--- config.mk ---
export PLATFORM = sky130hd
export DESIGN_NAME = lzc_norm_pipe
export DESIGN_NICKNAME = d
export VERILOG_FILES = /design/src/rtl/lzc_norm_pipe_pkg.sv /design/src/rtl/barrel_shift_left.sv /design/src/rtl/lzc_norm_pipe.sv
export SDC_FILE = /design/constraint.sdc
export NUM_CORES = 1
export LEC_CHECK = 0
export BUFFER_PORTS_ARGS = -buffer_cell sky130_fd_sc_hd__buf_2
export CORE_MARGIN = 2
export CORE_UTILIZATION = 55
export DETAILED_ROUTE_END_ITERATION = 10
export PLACE_DENSITY_LB_ADDON = 0.12
export SLEW_MARGIN = 0
export SYNTH_ARGS = -nofsm -noshare
export SYNTH_HDL_FRONTEND = slang
export SYNTH_SLANG_ARGS = --single-unit
--- constraint.sdc ---
create_clock -name clk -period 2.6 [get_ports clk]
set_input_delay 0.13 -clock clk [delete_from_list [all_inputs] [get_ports clk]]
set_output_delay 0.13 -clock clk [all_outputs]
set_load 0.02 [all_outputs]
--- src/rtl/lzc_norm_pipe_pkg.sv ---
// lzc_norm_pipe_pkg: shared widths, saturation limit and leading-zero count helper
package lzc_norm_pipe_pkg;
  localparam int DATA_W = 64;
  localparam int SAMT_W = 5;
  localparam int TAG_W = 4;
  localparam int LZC_W = 7;
  localparam logic [SAMT_W-1:0] MAX_SAMT = 5'd31;
  function automatic logic [LZC_W-1:0] lzc(input logic [DATA_W-1:0] d);
    lzc = LZC_W'(DATA_W);
    for (int i = 0; i < DATA_W; i++)
      if (d[i]) lzc = LZC_W'(DATA_W - 1 - i);
  endfunction
endpackage

--- src/rtl/barrel_shift_left.sv ---
// barrel_shift_left: combinational logical left shift by i_samt
module barrel_shift_left #(
  parameter int DATA_W = 64,
  parameter int SAMT_W = 5
) (
  input  logic [DATA_W-1:0] i_data,
  input  logic [SAMT_W-1:0] i_samt,
  output logic [DATA_W-1:0] o_data
);
  assign o_data = i_data << i_samt;
endmodule

--- src/rtl/lzc_norm_pipe.sv ---
// lzc_norm_pipe: three-stage valid/ready normalizer, shift = min(lzc, 31)
module lzc_norm_pipe
  import lzc_norm_pipe_pkg::*;
(
  input  logic              clk,
  input  logic              rst_n,
  input  logic              in_valid,
  output logic              in_ready,
  input  logic [DATA_W-1:0] in_data,
  input  logic [TAG_W-1:0]  in_tag,
  output logic              out_valid,
  input  logic              out_ready,
  output logic [DATA_W-1:0] out_data,
  output logic [SAMT_W-1:0] out_samt,
  output logic              out_norm,
  output logic              out_zero,
  output logic [TAG_W-1:0]  out_tag
);
  logic              r_s1_v;
  logic [DATA_W-1:0] r_s1_data;
  logic [TAG_W-1:0]  r_s1_tag;
  logic              r_s2_v;
  logic [DATA_W-1:0] r_s2_data;
  logic [LZC_W-1:0]  r_s2_lzc;
  logic              r_s2_zero;
  logic [TAG_W-1:0]  r_s2_tag;
  logic              w_s3_free;
  logic              w_s2_free;
  logic              w_s1_adv;
  logic              w_s2_adv;
  logic              w_in_xfer;
  logic [SAMT_W-1:0] w_s2_samt;
  logic              w_s2_norm;
  logic [DATA_W-1:0] w_sh_data;
  // a stage is free when empty or when its occupant leaves this cycle
  assign w_s3_free = !out_valid || out_ready;
  assign w_s2_free = !r_s2_v || w_s3_free;
  assign w_s1_adv  = r_s1_v && w_s2_free;
  assign w_s2_adv  = r_s2_v && w_s3_free;
  assign in_ready  = !r_s1_v || w_s2_free;
  assign w_in_xfer = in_valid && in_ready;
  assign w_s2_samt = (r_s2_lzc > LZC_W'(MAX_SAMT)) ? MAX_SAMT : r_s2_lzc[SAMT_W-1:0];
  assign w_s2_norm = (r_s2_lzc <= LZC_W'(MAX_SAMT)) && !r_s2_zero;
  barrel_shift_left #(
    .DATA_W(DATA_W),
    .SAMT_W(SAMT_W)
  ) u_bsl (
    .i_data(r_s2_data),
    .i_samt(w_s2_samt),
    .o_data(w_sh_data)
  );
  always_ff @(posedge clk or negedge rst_n) begin
    if (!rst_n) begin
      r_s1_v    <= 1'b0;
      r_s1_data <= '0;
      r_s1_tag  <= '0;
    end else begin
      if (in_ready) r_s1_v <= in_valid;
      if (w_in_xfer) begin
        r_s1_data <= in_data;
        r_s1_tag  <= in_tag;
      end
    end
  end
  always_ff @(posedge clk or negedge rst_n) begin
    if (!rst_n) begin
      r_s2_v    <= 1'b0;
      r_s2_data <= '0;
      r_s2_lzc  <= '0;
      r_s2_zero <= 1'b0;
      r_s2_tag  <= '0;
    end else begin
      if (w_s2_free) r_s2_v <= r_s1_v;
      if (w_s1_adv) begin
        r_s2_data <= r_s1_data;
        r_s2_lzc  <= lzc(r_s1_data);
        r_s2_zero <= (r_s1_data == '0);
        r_s2_tag  <= r_s1_tag;
      end
    end
  end
  always_ff @(posedge clk or negedge rst_n) begin
    if (!rst_n) begin
      out_valid <= 1'b0;
      out_data  <= '0;
      out_samt  <= '0;
      out_norm  <= 1'b0;
      out_zero  <= 1'b0;
      out_tag   <= '0;
    end else begin
      if (w_s3_free) out_valid <= r_s2_v;
      if (w_s2_adv) begin
        out_data <= w_sh_data;
        out_samt <= w_s2_samt;
        out_norm <= w_s2_norm;
        out_zero <= r_s2_zero;
        out_tag  <= r_s2_tag;
      end
    end
  end
endmodule

---- Word level (Yosys, flattened, before mapping) ----
Cells that the tools add are included.
cells by class
  shift operators ......................... 1
  muxes and demuxes ....................... 65
  magnitude comparators ................... 2
  reduce and logical (&&, ||, !) cells .... 12
operators with widths
  operator              count
  $mux W7               64
  $logic_not A64 Y1     1
  $shl A64 B5 Y64       1
  $gt A7 B5 Y1 const B  1
  $le A7 B5 Y1 const B  1
  $mux W5               1
  $logic_and A1 B1 Y1   4
  $logic_not A1 Y1      4
  $logic_or A1 B1 Y1    3
storage, ports and cells
  register bits after elaboration ......... 222
  logic and storage cells ................. 94
  output and inout bits ................... 77

---- Longest topological paths before layout ----
  depth in word-level cells ............... 64
  depth in mapped cells ................... 10
  depth with buffers taken out ............ 6

---- Hierarchy ----
From an unflattened synthesis, not the netlist that was laid out.
second synthesis, totals
  cells, all modules ...................... 1052
  area, all modules ....................... 12773.5 um2
modules (own cells, without submodules)
  module             cells each  seq. area each (um2)  times used  area an instance (um2)
  lzc_norm_pipe      635         5555.3                1           8962.3
  barrel_shift_left  417         0.0                   1           3811.2

---- Worst setup path before layout ----
No wires, ideal clock.
  kind .................................... reg-to-reg
  start point ............................. register out_valid
  end point ............................... register r_s1_data[43]
  path slack .............................. 0.310 ns
  period minus slack after synthesis ...... 2.290 ns
  data arrival time ....................... 2.165 ns
  stages on the path, launching flop included .. 7
  cell sequence ........................... dfrtp_1 -> nor2b_1 -> nand3_1 -> nand2_1 -> buf_1 -> buf_1 -> mux2_2
between the ends
  word-level cells in the longest chain between the ends .. 5
ends and longest elaborated chain
  what                    line                 text
  start, declared         lzc_norm_pipe.sv:11  output logic out_valid,
  start signal, assigned  lzc_norm_pipe.sv:91  if (w_s3_free) out_valid <= r_s2_v;
  $logic_not A1 Y1        lzc_norm_pipe.sv:36  assign w_s3_free = !out_valid || out_ready;
  $logic_or A1 B1 Y1      lzc_norm_pipe.sv:36
  $logic_or A1 B1 Y1      lzc_norm_pipe.sv:37  assign w_s2_free = !r_s2_v || w_s3_free;
  $logic_or A1 B1 Y1      lzc_norm_pipe.sv:40  assign in_ready = !r_s1_v || w_s2_free;
  via in_ready            lzc_norm_pipe.sv:8   output logic in_ready,
  $logic_and A1 B1 Y1     lzc_norm_pipe.sv:41  assign w_in_xfer = in_valid && in_ready;
  end signal, assigned    lzc_norm_pipe.sv:60  r_s1_data <= in_data;
  end, declared           lzc_norm_pipe.sv:20  logic [DATA_W-1:0] r_s1_data;
The timed path passes the listed nets, and every way through them passes these cells.
A chain may end at the register's enable or synchronous reset.

---- Worst setup path in the final report ----
  start point ............................. register r_s2_lzc[0]
  end point ............................... register out_data[35]
between the ends
  word-level cells in the longest chain between the ends .. 3
ends and longest elaborated chain
  what                    line                     text
  start, declared         lzc_norm_pipe.sv:24      logic [LZC_W-1:0] r_s2_lzc;
  start signal, assigned  lzc_norm_pipe.sv:76      r_s2_lzc <= lzc(r_s1_data);
  $gt A7 B5 Y1            lzc_norm_pipe.sv:42      assign w_s2_samt = (r_s2_lzc > LZC_W'(MAX_SAMT)) ? MAX_SAMT : r_s2_lzc[SAMT_W-1:0];
  $mux W5 (*)             lzc_norm_pipe.sv:42
  $shl A64 B5 Y64 (*)     barrel_shift_left.sv:10  assign o_data = i_data << i_samt;
  end signal, assigned    lzc_norm_pipe.sv:93      out_data <= w_sh_data;
  end, declared           lzc_norm_pipe.sv:13      output logic [DATA_W-1:0] out_data,
Every way passes the cells marked *; elsewhere a longest branch is shown, timed or not.

==> impl_metrics.toml <==
[detailed_routing]
wl_um = 44800
antenna_left = 0
dr.first_iter.drc_count = 1264
drt_pre_antenna_iters = 5
detail_route.wl_per_cell_um = 24.1
vias = 12100
drc = 0
avgViaCountPerCell = 6.51

[layout]
fin_nets = 1634
layout-drive-gt1-share_pct = 30.1
syn2layout_area_growth_pct = 25.0
diodes = 0

[critical_path]
rr_worst_depth = 7
critPathLaunch = "r_s2_lzc[0]"
critPathArrivalTime_ps = 3040
cp_num_buf_inv = 2
worstReg2RegEnd = "out_data[35]"
slowest_stage = "a222oi_1"
crit_fanout = 39
cp-end-kind = "flip-flop"
cp_common_cell = "a21oi_1"
reg2reg_slack_ps = 20
startpoint_type = "flip-flop"
rr_startpoint = "r_s2_lzc[0]"
cpPeakStageDelay_ps = 520
path_delay_family = "compound AO/OA/AOI/OAI gates"
critical_path_required_ps = 3060
critical_path.cell_chain = "buf_12 -> a211o_1 -> a222oi_1 -> buf_4 -> a21oi_1 -> a21oi_1 -> a221o_1"
path_class = "reg -> reg"

[global_routing]
grt_usage_pct = 36.6
grt_pass1_vias = 11600
grt_pass1_wl_um = 68600
grt-ovfl-total = 0
grt_antenna_before_repair = 0
grt_max_degree = 78

[timing]
rsz0062_at_grt = "no"
period_share_pct = 99.2
setup_ws_ps = 21.9
setup_viol = 0
worstMarginPinSlew_ps = 927
hold_viol_final = 0
relSlewSlack_pct = 38.0
slew_viol_final = 0
clock_skew_ps = 13.6
setup_tns_ps = 0
period_minus_slack_ps = 2580
fmax_ghz = 0.388

[clocking]
clock-root-buffer = "clkbuf_16"
clk_latency_ps = 530
htreeDepth = 1
cts_buffer_depth = 3
cts.sink_count = 222
clkTransAtPathRegs_ps = 60
numCtsBuffers = 23
cts_tree = "yes"

[placement]
io_buffers = 148
hpwlAfterDp_um = 31900
place.gp.congestion = 0.964
dp_slack_ps = 32.8

[power]
ir_drop_uv = 639
p_leak_uw = 0.00699
p_total_uw = 15700
power.density_mw_per_mm2 = 984

[synthesis]
ys.flop_type = "dfrtp_1"
avgSynthCellArea_um2 = 9.74
synth.yosys.seq_area_share_pct = 43.6
synth_top_cell_by_area = "dfrtp_1"
synth_area_leaders = "dfrtp_1, mux2_2, o21ai_0, nand2_1, nor2_1"
synth_cells = 1310
synth_area_mm2 = 0.0128
synth_seq_cells = 222
yosysMostFrequentCell = "dfrtp_1"
synth_edf_count = 0
ys_async_sr_fraction_pct = 100
synthesis.nets = 1382
yosysWarnings = 0
netlist.area_leader.share_pct = 43.6
synthTopCellsByCount = "dfrtp_1, mux2_2, nand2_1, nor2_1, o21ai_0"
yosysUniqueCellTypes = 66

[floorplanning]
io_pins = 149
rows = 55
die_h_um = 156
core_mm2 = 0.0227
die_area_mm2 = 0.0244
start_util_pct = 56.2
dieWidth_um = 156

[status]
status = "complete, no violations"

[hold_path]
hp-class = "in -> async"

[job]
cap_viol_max_count = 0
-- registers in the layout (all words and copies together), names as in the netlist, 4 cells and up --
signal     cells
out_data      64
r_s1_data     64
r_s2_data     64
r_s2_lzc       7
out_samt       5
out_tag        4
r_s1_tag       4
r_s2_tag       4
-- final cells by class --
| type | instances | area, um2 |
|---|---|---|
| Multi-Input combinational cell | 953 | 6710 |
| Clock inverter | 5 | 104 |
| Tap cell | 285 | 357 |
| Clock buffer | 35 | 641 |
| Timing Repair Buffer | 326 | 2440 |
| Fill cell | 1729 | 6770 |
| Sequential cell | 222 | 5560 |
| Inverter | 36 | 135 |
-- timing repair --
item,4_1_cts,5_1_grt
endpoints found under the setup margin,1,11
hold buffers,71,0
buffers inserted,1,2
endpoints found under the hold margin,142,0
gates resized for setup,0,7
pin swaps,1,2
-- routing by layer --
layer	share of wire, %	wire length [um]	global-route usage, %
met1	44	19800	53.9
met2	44	19800	55.9
met3	8.7	3920	6.40
met4	2.8	1240	10.4
met5	0	0	0
-- logic make-up (layout without fill, tap and decap cells) --
family	Yosys count	after routing	synth area share [%]
buffers and inverters	135	402	4.41
DFF	222	222	43.6
muxes	190	190	17.1
AOI/OAI and AO/OA	400	400	21.6
and+or+nand+nor	363	363	13.3
-- cells in the final DEF, fill, tap and decap left out, types with 8 or more instances in the layout --
cell,Yosys,routed
buf_12,0,14
a221o_1,18,18
mux2i_1,29,29
dfrtp_1,222,221
buf_4,5,93
o31ai_1,19,19
a22o_1,13,13
o21ai_0,98,98
a211oi_1,16,14
a222oi_1,8,8
nor3_1,54,54
clkbuf_16,0,23
clkbuf_1,57,10
dlygate4sd3_1,0,71
nor2_1,107,106
a21o_1,9,9
nand2b_1,9,9
o221ai_1,15,15
nor4_1,22,22
nand2_1,111,109
mux2_2,154,154
o211ai_1,17,17
buf_2,24,147
nand3_1,14,14
a22oi_1,10,9
inv_1,36,36
nor2b_1,10,10
o22ai_1,63,63
a21oi_1,48,48
-- stage by stage --
step	hold WS (ps)	cell area (um2)	cells	util (%)
6_report	198	15900	1862	70.2
5_1_grt	253	15900	1862	70.2
4_1_cts	206	15900	1860	70.0
3_5_place_dp	164	14400	1748	63.5
3_3_place_gp	158	14400	1748	63.5
2_1_floorplan	-166	12800	1310	-
-- power by group --
group          switching, uW  internal (uW)
clock                   1360           1990
sequential              1100           4420
combinational           3880           2930
total                   6350           9340
-- how the worst max path moves through the flow --
| stage | to | cells after the start |
|---|---|---|
| 3_5_place_dp | out_data[26] | 8 |
| 5_1_grt | out_data[59] | 8 |
| 4_1_cts | out_data[36] | 8 |
| 3_3_place_gp | out_data[36] | 8 |
| 2_1_floorplan | r_s1_data[43] | 6 |
| 6_report | out_data[35] | 7 |
No activity file was read; power rests on OpenSTA's default activity.
